## src/rtl/aska_spi_master_pkg.sv

```systemverilog
// aska_spi_master_pkg: shared state encoding, default frame length and sizing helper for the SPI master
package aska_spi_master_pkg;
  typedef enum logic [2:0] {S_IDLE, S_SETUP, S_SHIFT, S_HOLD, S_GAP} state_e;
  localparam int DEF_FRAME_BITS = 16;
  function automatic int max4(input int a, input int b, input int c, input int d);
    int m;
    m = a > b ? a : b;
    m = m > c ? m : c;
    return m > d ? m : d;
  endfunction
endpackage

```

## src/rtl/aska_spi_master_if.sv

```systemverilog
// aska_spi_master_if: frame handshake between a frame producer and the SPI master
interface aska_spi_master_if #(parameter int FRAME_BITS = aska_spi_master_pkg::DEF_FRAME_BITS);
  logic tx_valid;
  logic tx_ready;
  logic [FRAME_BITS-1:0] tx_data;
  logic busy;
  logic done;
  modport master (output tx_valid, tx_data, input tx_ready, busy, done);
  modport slave (input tx_valid, tx_data, output tx_ready, busy, done);
endinterface

```

## src/rtl/aska_spi_phase_cnt.sv

```systemverilog
// aska_spi_phase_cnt: loadable saturating down-counter with zero flag for timed FSM phases
module aska_spi_phase_cnt #(parameter int W = 2) (
  input  logic         clk,
  input  logic         reset,
  input  logic         load,
  input  logic [W-1:0] load_val,
  output logic         zero
);
  logic [W-1:0] cnt;
  always_ff @(posedge clk)
    if (reset) cnt <= '0;
    else if (load) cnt <= load_val;
    else if (cnt != '0) cnt <= cnt - 1'b1;
  assign zero = cnt == '0;
endmodule

```

## src/rtl/aska_spi_master.sv

```systemverilog
// aska_spi_master: mode-0 SPI master sending one MSB-first CS-framed frame per handshake
module aska_spi_master
  import aska_spi_master_pkg::*;
#(
  parameter int FRAME_BITS = DEF_FRAME_BITS,
  parameter int CLK_DIV    = 4,
  parameter int CS_SETUP   = 2,
  parameter int CS_HOLD    = 2,
  parameter int GAP        = 2
) (
  input  logic               clk,
  input  logic               reset,
  aska_spi_master_if.slave   tx,
  output logic               SPI_CS,
  output logic               SPI_Clk,
  output logic               SPI_MOSI
);
  localparam int PW = $clog2(max4(CLK_DIV, CS_SETUP, CS_HOLD, GAP) + 1);
  localparam int BW = $clog2(FRAME_BITS + 1);
  state_e state, state_nx;
  logic [FRAME_BITS-2:0] sreg, sreg_nx;
  logic [BW-1:0] bcnt, bcnt_nx;
  logic cs_nx, sck_nx, mosi_nx, rdy, rdy_nx, done, done_nx, ld, zero;
  logic [PW-1:0] ld_val;
  aska_spi_phase_cnt #(.W(PW)) u_phase (
    .clk(clk), .reset(reset), .load(ld), .load_val(ld_val), .zero(zero)
  );
  assign tx.tx_ready = rdy;
  assign tx.busy = ~rdy;
  assign tx.done = done;
  // MSB goes straight to MOSI on accept, so sreg only holds the remaining bits
  always_comb begin
    state_nx = state;
    sreg_nx = sreg;
    bcnt_nx = bcnt;
    cs_nx = SPI_CS;
    sck_nx = SPI_Clk;
    mosi_nx = SPI_MOSI;
    rdy_nx = rdy;
    done_nx = 1'b0;
    ld = 1'b0;
    ld_val = '0;
    case (state)
      S_IDLE: if (tx.tx_valid) begin
        state_nx = S_SETUP;
        sreg_nx = tx.tx_data[FRAME_BITS-2:0];
        cs_nx = 1'b0;
        mosi_nx = tx.tx_data[FRAME_BITS-1];
        rdy_nx = 1'b0;
        ld = 1'b1;
        ld_val = PW'(CS_SETUP - 1);
      end
      S_SETUP: if (zero) begin
        state_nx = S_SHIFT;
        bcnt_nx = BW'(FRAME_BITS - 1);
        ld = 1'b1;
        ld_val = PW'(CLK_DIV - 1);
      end
      S_SHIFT: if (zero) begin
        ld = 1'b1;
        ld_val = PW'(CLK_DIV - 1);
        sck_nx = ~SPI_Clk;
        if (SPI_Clk) begin
          if (bcnt == '0) begin
            state_nx = S_HOLD;
            ld_val = PW'(CS_HOLD - 1);
          end else begin
            bcnt_nx = bcnt - 1'b1;
            sreg_nx = sreg << 1;
            mosi_nx = sreg[FRAME_BITS-2];
          end
        end
      end
      S_HOLD: if (zero) begin
        state_nx = S_GAP;
        cs_nx = 1'b1;
        mosi_nx = 1'b0;
        done_nx = 1'b1;
        ld = 1'b1;
        ld_val = PW'(GAP - 1);
      end
      S_GAP: if (zero) begin
        state_nx = S_IDLE;
        rdy_nx = 1'b1;
      end
      default: state_nx = S_IDLE;
    endcase
  end
  always_ff @(posedge clk)
    if (reset) begin
      state <= S_IDLE;
      sreg <= '0;
      bcnt <= '0;
      SPI_CS <= 1'b1;
      SPI_Clk <= 1'b0;
      SPI_MOSI <= 1'b0;
      rdy <= 1'b1;
      done <= 1'b0;
    end else begin
      state <= state_nx;
      sreg <= sreg_nx;
      bcnt <= bcnt_nx;
      SPI_CS <= cs_nx;
      SPI_Clk <= sck_nx;
      SPI_MOSI <= mosi_nx;
      rdy <= rdy_nx;
      done <= done_nx;
    end
endmodule

```

## src/flat_wrapper.sv

```systemverilog
// flat-port wrapper written by rule: the top's interface ports become plain ports
module aska_spi_master_flat import aska_spi_master_pkg::*;
#(
  parameter int FRAME_BITS = DEF_FRAME_BITS,
  parameter int CLK_DIV    = 4,
  parameter int CS_SETUP   = 2,
  parameter int CS_HOLD    = 2,
  parameter int GAP        = 2
)
  (clk, reset, SPI_CS, SPI_Clk, SPI_MOSI, tx_tx_valid, tx_tx_data, tx_tx_ready, tx_busy, tx_done);
  aska_spi_master_if #(.FRAME_BITS(FRAME_BITS)) tx_i ();
  input  logic clk;
  input  logic reset;
  output logic SPI_CS;
  output logic SPI_Clk;
  output logic SPI_MOSI;
  input wire logic [$bits(tx_i.tx_valid)-1:0] tx_tx_valid;
  input wire logic [$bits(tx_i.tx_data)-1:0] tx_tx_data;
  output wire logic [$bits(tx_i.tx_ready)-1:0] tx_tx_ready;
  output wire logic [$bits(tx_i.busy)-1:0] tx_busy;
  output wire logic [$bits(tx_i.done)-1:0] tx_done;
  assign tx_i.tx_valid = tx_tx_valid;
  assign tx_i.tx_data = tx_tx_data;
  assign tx_tx_ready = tx_i.tx_ready;
  assign tx_busy = tx_i.busy;
  assign tx_done = tx_i.done;
  aska_spi_master #(.FRAME_BITS(FRAME_BITS), .CLK_DIV(CLK_DIV), .CS_SETUP(CS_SETUP), .CS_HOLD(CS_HOLD), .GAP(GAP)) u_core (.clk(clk), .reset(reset), .tx(tx_i), .SPI_CS(SPI_CS), .SPI_Clk(SPI_Clk), .SPI_MOSI(SPI_MOSI));
endmodule
```

## config.mk

```make
export PLATFORM = sky130hd
export DESIGN_NAME = aska_spi_master_flat
export DESIGN_NICKNAME = d
export VERILOG_FILES = /design/src/rtl/aska_spi_master_pkg.sv /design/src/rtl/aska_spi_master_if.sv /design/src/rtl/aska_spi_phase_cnt.sv /design/src/rtl/aska_spi_master.sv /design/src/flat_wrapper.sv
export SDC_FILE = /design/constraint.sdc
export NUM_CORES = 1
export LEC_CHECK = 0
export BUFFER_PORTS_ARGS = -buffer_cell sky130_fd_sc_hd__buf_4
export CAP_MARGIN = 15
export CORE_MARGIN = 2
export CORE_UTILIZATION = 50
export CTS_CLUSTER_DIAMETER = 40
export DETAILED_ROUTE_END_ITERATION = 10
export GPL_TIMING_DRIVEN = 0
export PLACE_DENSITY = 0.81
export RECOVER_POWER = 50
export SLEW_MARGIN = 25
export SYNTH_ARGS = -nofsm -noshare
export SYNTH_HDL_FRONTEND = slang
export SYNTH_SLANG_ARGS = --single-unit
```

## constraint.sdc

```tcl
create_clock -name clk -period 3.7 [get_ports clk]
set_clock_uncertainty 0.1 [all_clocks]
set_input_delay 0.37 -clock clk [delete_from_list [all_inputs] [get_ports clk]]
set_output_delay 0.37 -clock clk [all_outputs]
set_load 0.02 [all_outputs]
```

Word level (Yosys, flattened, before mapping)
Cells that the tools add are included.

Register bits after elaboration: 31. Input port bits: 19. Output and inout port bits: 6. Logic and storage cells: 85.

Add/subtract/negate cells: 2. Bitwise gates (word level): 3. Muxes and demuxes: 40. Reductions and logical operators: 19. Equal/unequal tests: 12.

Operator list (count): 15-bit two-way mux (4); 3-bit two-way mux (11); 15-bit case mux with 2 select lines (1); 5-bit two-way mux (4); 3-bit case mux with 5 select lines (1); 2-bit != test, second input constant (6); 3-bit case mux with 4 select lines (1); 1-bit two-way mux (11); 5-bit case mux with 2 select lines (1); 5-bit AND reduction (2); 2-bit nonzero test (5); 7-bit AND reduction (1); 3-bit by 2-bit equality test with 1-bit output, second input constant (2); 3-bit logical NOT (2); 1-bit case mux with 2 select lines (3); 3-bit AND reduction (2); 6-bit AND reduction (1); 3-bit nonzero test (2); 5-bit logical NOT (1); 5-bit by 1-bit subtractor with 5-bit output, second input constant (1); 2-bit two-way mux (2); 2-bit by 1-bit != test with 1-bit output, second input constant (2); 3-bit by 1-bit equality test with 1-bit output, second input constant (1); 3-bit equality test, second input constant (1); other kinds (6) (8).

Logic depth before layout (Yosys ltp)
Gate-level depths: netlist of the first run.

Word-level depth: 6. Gate-level depth with buffers: 8. Mapped depth without buffers: 6.

Cells and area by module
Synthesis of the first run repeated with hierarchy kept, for this count alone.

Cells, all modules: 182. Area total of the unflattened synthesis: 1649.1 um2.

By module, submodules not included: aska_spi_master (sequential area each 560.5 um2, area an instance 1442.6 um2, instances 1, cells each 160); aska_spi_phase_cnt (sequential area each 60.1 um2, area an instance 206.4 um2, instances 1, cells each 22).

Worst setup path after synthesis of the first run
Ideal clock, no wire load.

Kind: register to register. Start point: register u_core.bcnt[0]. End point: register u_core.sreg[11]. Cell stages (with the launch flop): 9. Data arrival time: 1611 ps. Data required time: 3460 ps. Setup time: 140 ps. Buffers on the path: 2. Clock period less this slack: 1851 ps. Path slack: 1849 ps. Path through: dfxtp_1 -> inv_1 -> ha_1 -> nor4b_4 -> or3_1 -> buf_6 -> a21oi_4 -> buf_6 -> a211oi_2.

Word-level cells in the longest chain between the ends: 3.

RTL lines: start, declared (RTL line aska_spi_master.sv:22) `logic [BW-1:0] bcnt, bcnt_nx;`; start signal, assigned (RTL line aska_spi_master.sv:102) `bcnt <= bcnt_nx;`; 5-bit logical NOT (RTL line aska_spi_master.sv:64) `if (bcnt == '0) begin`; 2-bit != test (no line); 5-bit AND reduction (no line); end signal, assigned (RTL line aska_spi_master.sv:101) `sreg <= sreg_nx;`; end, declared (RTL line aska_spi_master.sv:21) `logic [FRAME_BITS-2:0] sreg, sreg_nx;`.

No other way between the ends. A chain may end at the register's enable or synchronous reset.

Worst setup path in the final report of the first run
Start point: register u_core.bcnt[0]. End point: register u_core.sreg[6].

The elaborated chain is that of the path after synthesis.

==> results of run 1 <==
layout make-up:
type / count / share of cell area
tap: 46 / 0.0294
buffer: 15 / 0.0352
inverter: 9 / 0.0173
clock buffer: 6 / 0.0262
clock inverter: 2 / 0.0179
sequential: 31 / 0.318
timing repair buffer: 23 / 0.0768
multi-input combinational: 122 / 0.480
through the flow:
stage | hold slack [ps] | cells | util
after global placement | 356 | 246 | 0.583
after detailed placement | 356 | 246 | 0.583
after global routing | 260 | 254 | 0.595
final | 233 | 254 | 0.595
after CTS | 241 | 254 | 0.609
after floorplan | 332 | 177 | -
flip-flops by register name (all words and copies together) (netlist names), 3 cells and up:
register,count
u_core.sreg,15
u_core.bcnt,5
u_core.state,3
u_core.u_phase.cnt,3
power by group through the flow:
stage                     combinational [W]  sequential [W]  clock, W
after floorplan                    0.000622        0.000511         0
after global routing               0.000856        0.000515  0.000301
after CTS                          0.000800        0.000504  0.000289
after detailed placement           0.000797        0.000512         0
after global placement             0.000781        0.000509         0
final                              0.000768        0.000501  0.000290
cell families after synthesis:
group | after synthesis | synth area share
xor+xnor | 3 | 0.0156
flops | 31 | 0.369
simple gates | 40 | 0.160
compound gates | 61 | 0.279
mux | 15 | 0.0892
fa+ha+maj | 3 | 0.0223
buf+inv | 24 | 0.0661
worst max-delay path, stage by stage (launching register included):
cell and delay (ps):
dfxtp_1 340, inv_1 70, ha_1 210, nor4b_1 850
or3_1 210, clkbuf_1 270, a21oi_4 120, buf_6 180
a211oi_2 180
worst paths after layout:
kind	slack, ps	endpoint	start	cells after the start
max	1060	u_core.sreg[6]	u_core.bcnt[0]	8
min	230	u_core.sreg[0]	tx_tx_data[0]	3
max reg2reg	1060	u_core.sreg[6]	u_core.bcnt[0]	8
min reg2reg	370	u_core.bcnt[0]	u_core.bcnt[0]	1
routing by layer:
layer	GRT usage	vias up
li1	-	725
met1	0.280	688
met2	0.341	21
met3	0.0435	9
met4	0.100	0
met5	0	-
cell usage after synthesis (all sizes together), types with 2 or more instances:
cell type	instances
a221oi	3
nand2b	3
nand4b	2
nor3b	3
nor2	5
o31ai	2
nor4b	2
xnor2	3
or2	2
clkbuf	8
a211o	2
a21oi	24
or3	2
a31oi	2
dfxtp	31
buf	7
nor2b	2
a211oi	16
nand3	4
nand3b	2
nand2	4
ha	3
o21bai	3
inv	9
o21ai	4
mux2i	15
nor3	5
==> impl_results.md, run 1 <==
* Outcome: completed
* Biggest area consumer among synthesized cells: dfxtp_1
* First-pass GRT wire length at 6000 microns
* Gate count of the mapped netlist at 177
* Pin count of the biggest net entering global routing at 11
* Tmin final at approximately 2600 ps
* Die area at around 3800 sq um
* Top routing layer used: met4
* Routed WL at 3650 microns
* Pwr Density at 797 nW/um^2
* Slew Limit Fails at 0
* Filler cells at 309
* Slew margin rel. at 0.300
* Max FO, Critical Path at 10
* Worst setup EP type: flop
* P&R area growth vs syn at 16.0%
* Top_reg_cell synth: dfxtp_1
* Pre-CTS WS at 1620 ps
* Max clock buf depth at 2
* Grt total ovfl at 0
* Total Power at 0.00156 W
* Top-Level Pins at 25
* Most frequent cells in the layout: 31 x dfxtp_1, 23 x a21oi_1, 17 x buf_4, 16 x clkbuf_1, 15 x mux2i_1
* Core box area at 3280 sq um
* CTS Sinks at 31
* EDFF count, synth at 0
* Worst skew pair latency at between 300 and 400 ps
* CTS Hold Buffers Added at 0
* Cell internal pwr at 0.000912 W
* Routed vias/inst at 5.68
* Tcrit/Tclk final at 0.714
* MaxCap Viol Count at 0
* Critical path data required time at roughly 3900 ps
* Max IR drop VDD at between 0.3 and 0.4 mV
* CP Class: flop to flop
* Net switching share of the total power at 0.415
* CTS tree: built
* Clock transition at path regs at 120 ps
* Initial drt markers at 70
* Layout cells sized above 1 at 0.231
* Combinational share of power at 0.493
* Number of global-route vias before repair at 1320
* Hpwl dp at 2610 microns
* Inserted Clock Buffers at 5
* Sequential cell fraction of total power at 0.321
* Antenna Nets Post-Route at 0
* # rows at 21
* Die height at between 60 and 70 microns
* CP Launch Type: flop
* Hold crit path type: input pin to flop
* # diodes at 0
* Syn_area_per_cell at 9.51 sq um
* Nets at ~230
* H-Tree Level Count at 2
* Met3 wire len at 113 microns
* Synth unique cells at between 40 and 50
* Die width at 62.0 microns
* Via Count at 1443
* Starting density of the core at 0.513
* Routability Congestion at about 0.84
* Worst slew pin tran at around 1000 ps
* Yosys reg bits at 31
* FMAX at 378 MHz
* First-pass DRT Iterations at 4
* Cell Area, Synth at between 1500 and 2000 sq um
* Leakage at 0.710 nW
* TNS Setup at 0 ps
* Final worst setup slack at approximately 1100 ps
* Multi-input gate area at 937 sq um
* DR WL/cell at 14.4 microns
* Most common cell after layout, fill and taps aside: dfxtp_1
* Placed standard-cell area at around 1900 sq um
* Yosys top cell area share at 0.368
* IO Port Bufs at 23
* Syn. warnings at 0
* Post-CTS Setup Bufs at 0
* Worst Path Arrival at 2810 ps
* Drc violations at 0
* Seq/Total Area, Yosys at 0.368
* Final hold violations at 0
* RSZ-0062 raised after global routing: no
* Sequential cell area at 621 sq um
* Gr usage total at 0.215
* Ranking of synthesized cells by area: dfxtp_1 37%, mux2i_1 8.9%, a211oi_2 7.4%, a21oi_1 6.8%, a211oi_1 2.7%
* Clock power frac at 0.186
* Wl on met1 at 1750 microns
* Cts repair resizes at 0
* Endpoints failing setup at 0
* Post-layout instance area at slightly below 2000 sq um
* Net Count, Synth at 199
* Initial antenna violation count at 0
* Switch Pwr at 0.000646 W
* Met2 Routed Length at 1710 microns
* FFs w/ async S/R, synth at 0
* Root buf cell: clkbuf_4
Note: power is estimated with default switching activity, not from simulation.
==> inputs of run 2 (changes only) <==
Settings changed: PLACE_DENSITY 0.81 to 0.84.
Clock period 3.7 ns to 2.2 ns, I/O delays scaled along.
==> impl_results.md, run 2 (synthesis gave the netlist of run 1 again) <==
* Max FO, Critical Path at 10
* Critical path's top delay family: simple AND/OR/NAND/NOR gates
* Hold crit path type: input pin to flop
* CP dominant cell by count: buf_6
* Final Util at 0.605
* Die width at between 60 and 70 microns
* CTS Sinks at 31
* Outcome: completed
* Inserted Clock Buffers at 5
* CTS Hold Buffers Added at 0
* Final hold violations at 0
* Pin count of the biggest net entering global routing at 11
* P&R area growth vs syn at 17.9%
* IO Port Bufs at 23
* Layout cells sized above 1 at 0.240
* R2r setup slk at 130 ps
* Grt total ovfl at 0
* # diodes at 0
* DR WL/cell at approximately 15 microns
* Top-Level Pins at 25
* CTS tree: built
* Biggest regs: u_core.sreg: 15 flops, u_core.bcnt: 5 flops
* Max IR drop VDD at 0.639 mV
* Slowest CP cell: or3_1
* Via Count at ~1400
* Leakage at 0.727 nW
* First-pass DRT Iterations at 4
* Slew margin rel. at 0.513
* Number of global-route vias before repair at 1321
* Routability Congestion at 0.851
* # rows at 21
* Worst reg2reg startpoint: u_core.bcnt[0]
* Most frequent cells in the layout: 31 x dfxtp_1, 23 x a21oi_1, 17 x buf_4, 15 x clkbuf_1, 15 x mux2i_1
* Drc violations at 0
* Gr usage total at 0.211
* First-pass GRT wire length at 5990 microns
* Critical path launch point: u_core.bcnt[0]
* Crit path buf inv count at 3
* Cells on Worst Hold Path at 3
* Die area at slightly below 4000 sq um
* Slew Limit Fails at 0
* Worst setup EP type: flop
* RSZ-0062 raised after global routing: no
* Hpwl dp at between 2000 and 3000 microns
* Initial drt markers at 130
* Worst slew pin tran at 712 ps
* Pwr Density at 1340 nW/um^2
* Routed WL at 3720 microns
* CP peak stage delay at 380 ps
* Worst skew pair latency at 330 ps
* Tcrit/Tclk final at 0.942
* TNS Setup at 0 ps
* Root buf cell: clkbuf_4
* CP Class: flop to flop
* Max clock buf depth at 2
* FMAX at a little under 500 MHz
* Worst Reg2Reg Path Length in Cells at 8
* MaxCap Viol Count at 0
* Most common cell after layout, fill and taps aside: dfxtp_1
* Starting density of the core at 0.513
* Core box area at approximately 3300 sq um
* Cell depth of the worst setup path at 8
* Worst Path Arrival at 2160 ps
* CP Launch Type: flop
* Antenna Nets Post-Route at 0
* Routed vias/inst at 5.70
* Max reg flops at 15
* Nets at around 230
* Initial antenna violation count at 0
* Largest reg by FF count: u_core.sreg
* Min-delay src: tx_tx_data[0]
* Tmin final at 2070 ps
* H-Tree Level Count at 2
* Critical path cell sequence: inv_1, ha_1, nor4b_4, or3_1, buf_6, a21oi_4, buf_6, a211oi_2
* Clock transition at path regs at 100 ps
* Critical path data required time at about 2300 ps
* Die height at 62.0 microns
* Endpoints failing setup at 0
run 2: final cells by class:
| type | count | area (sq um) |
|---|---|---|
| fillers | 313 | 1300 |
| multi-input cells | 122 | 961 |
| flip-flops and latches | 31 | 621 |
| repair buffers | 23 | 150 |
| plain buffers | 15 | 76.3 |
| well taps | 46 | 57.6 |
| clock buffers | 6 | 51.3 |
| clock inverters | 2 | 35.0 |
| inverters | 9 | 33.8 |
run 2: worst reg2reg max path: cells and delay by family, from the launching register on:
kind | cells | cell delay (ps)
AO/OA/AOI/OAI | 2 | 280
adder cells (fa/ha/maj) | 1 | 240
buffers and inverters | 3 | 410
flip-flops | 1 | 360
AND/OR/NAND/NOR | 2 | 550
run 2: path summary, 6_finish.rpt:
kind	end
max	u_core.sreg[13]
min	u_core.sreg[0]
max reg2reg	u_core.sreg[13]
min reg2reg	u_core.SPI_MOSI
run 2: what timing repair did:
item                       in CTS  in global routing
setup endpoints to repair       0                  2
setup buffers                   0                  0
resized for setup               0                  1
run 2: power breakdown:
part / total [W] / switching [W] / internal (W)
registers: 0.000845 / 0.000115 / 0.000730
logic: 0.00134 / 0.000775 / 0.000565
clock network: 0.000467 / 0.000199 / 0.000268
run 2: layer usage:
layer | global-route usage | routed length [microns]
met1 | 0.281 | 1720
met2 | 0.326 | 1740
met3 | 0.0559 | 175
met4 | 0.0821 | 80
met5 | 0 | 0
run 2: stage by stage:
stage	cell area [sq um]	worst slack (ps)	hold WS [ps]	total power, W	std cells
final	1990	128	127	0.00265	254
after global routing	1990	16.5	137	0.00284	254
after CTS	2000	118	120	0.00267	254
after detailed placement	1910	151	357	0.00220	246
after global placement	1910	158	355	0.00216	246
after floorplan	1680	349	327	0.00191	177
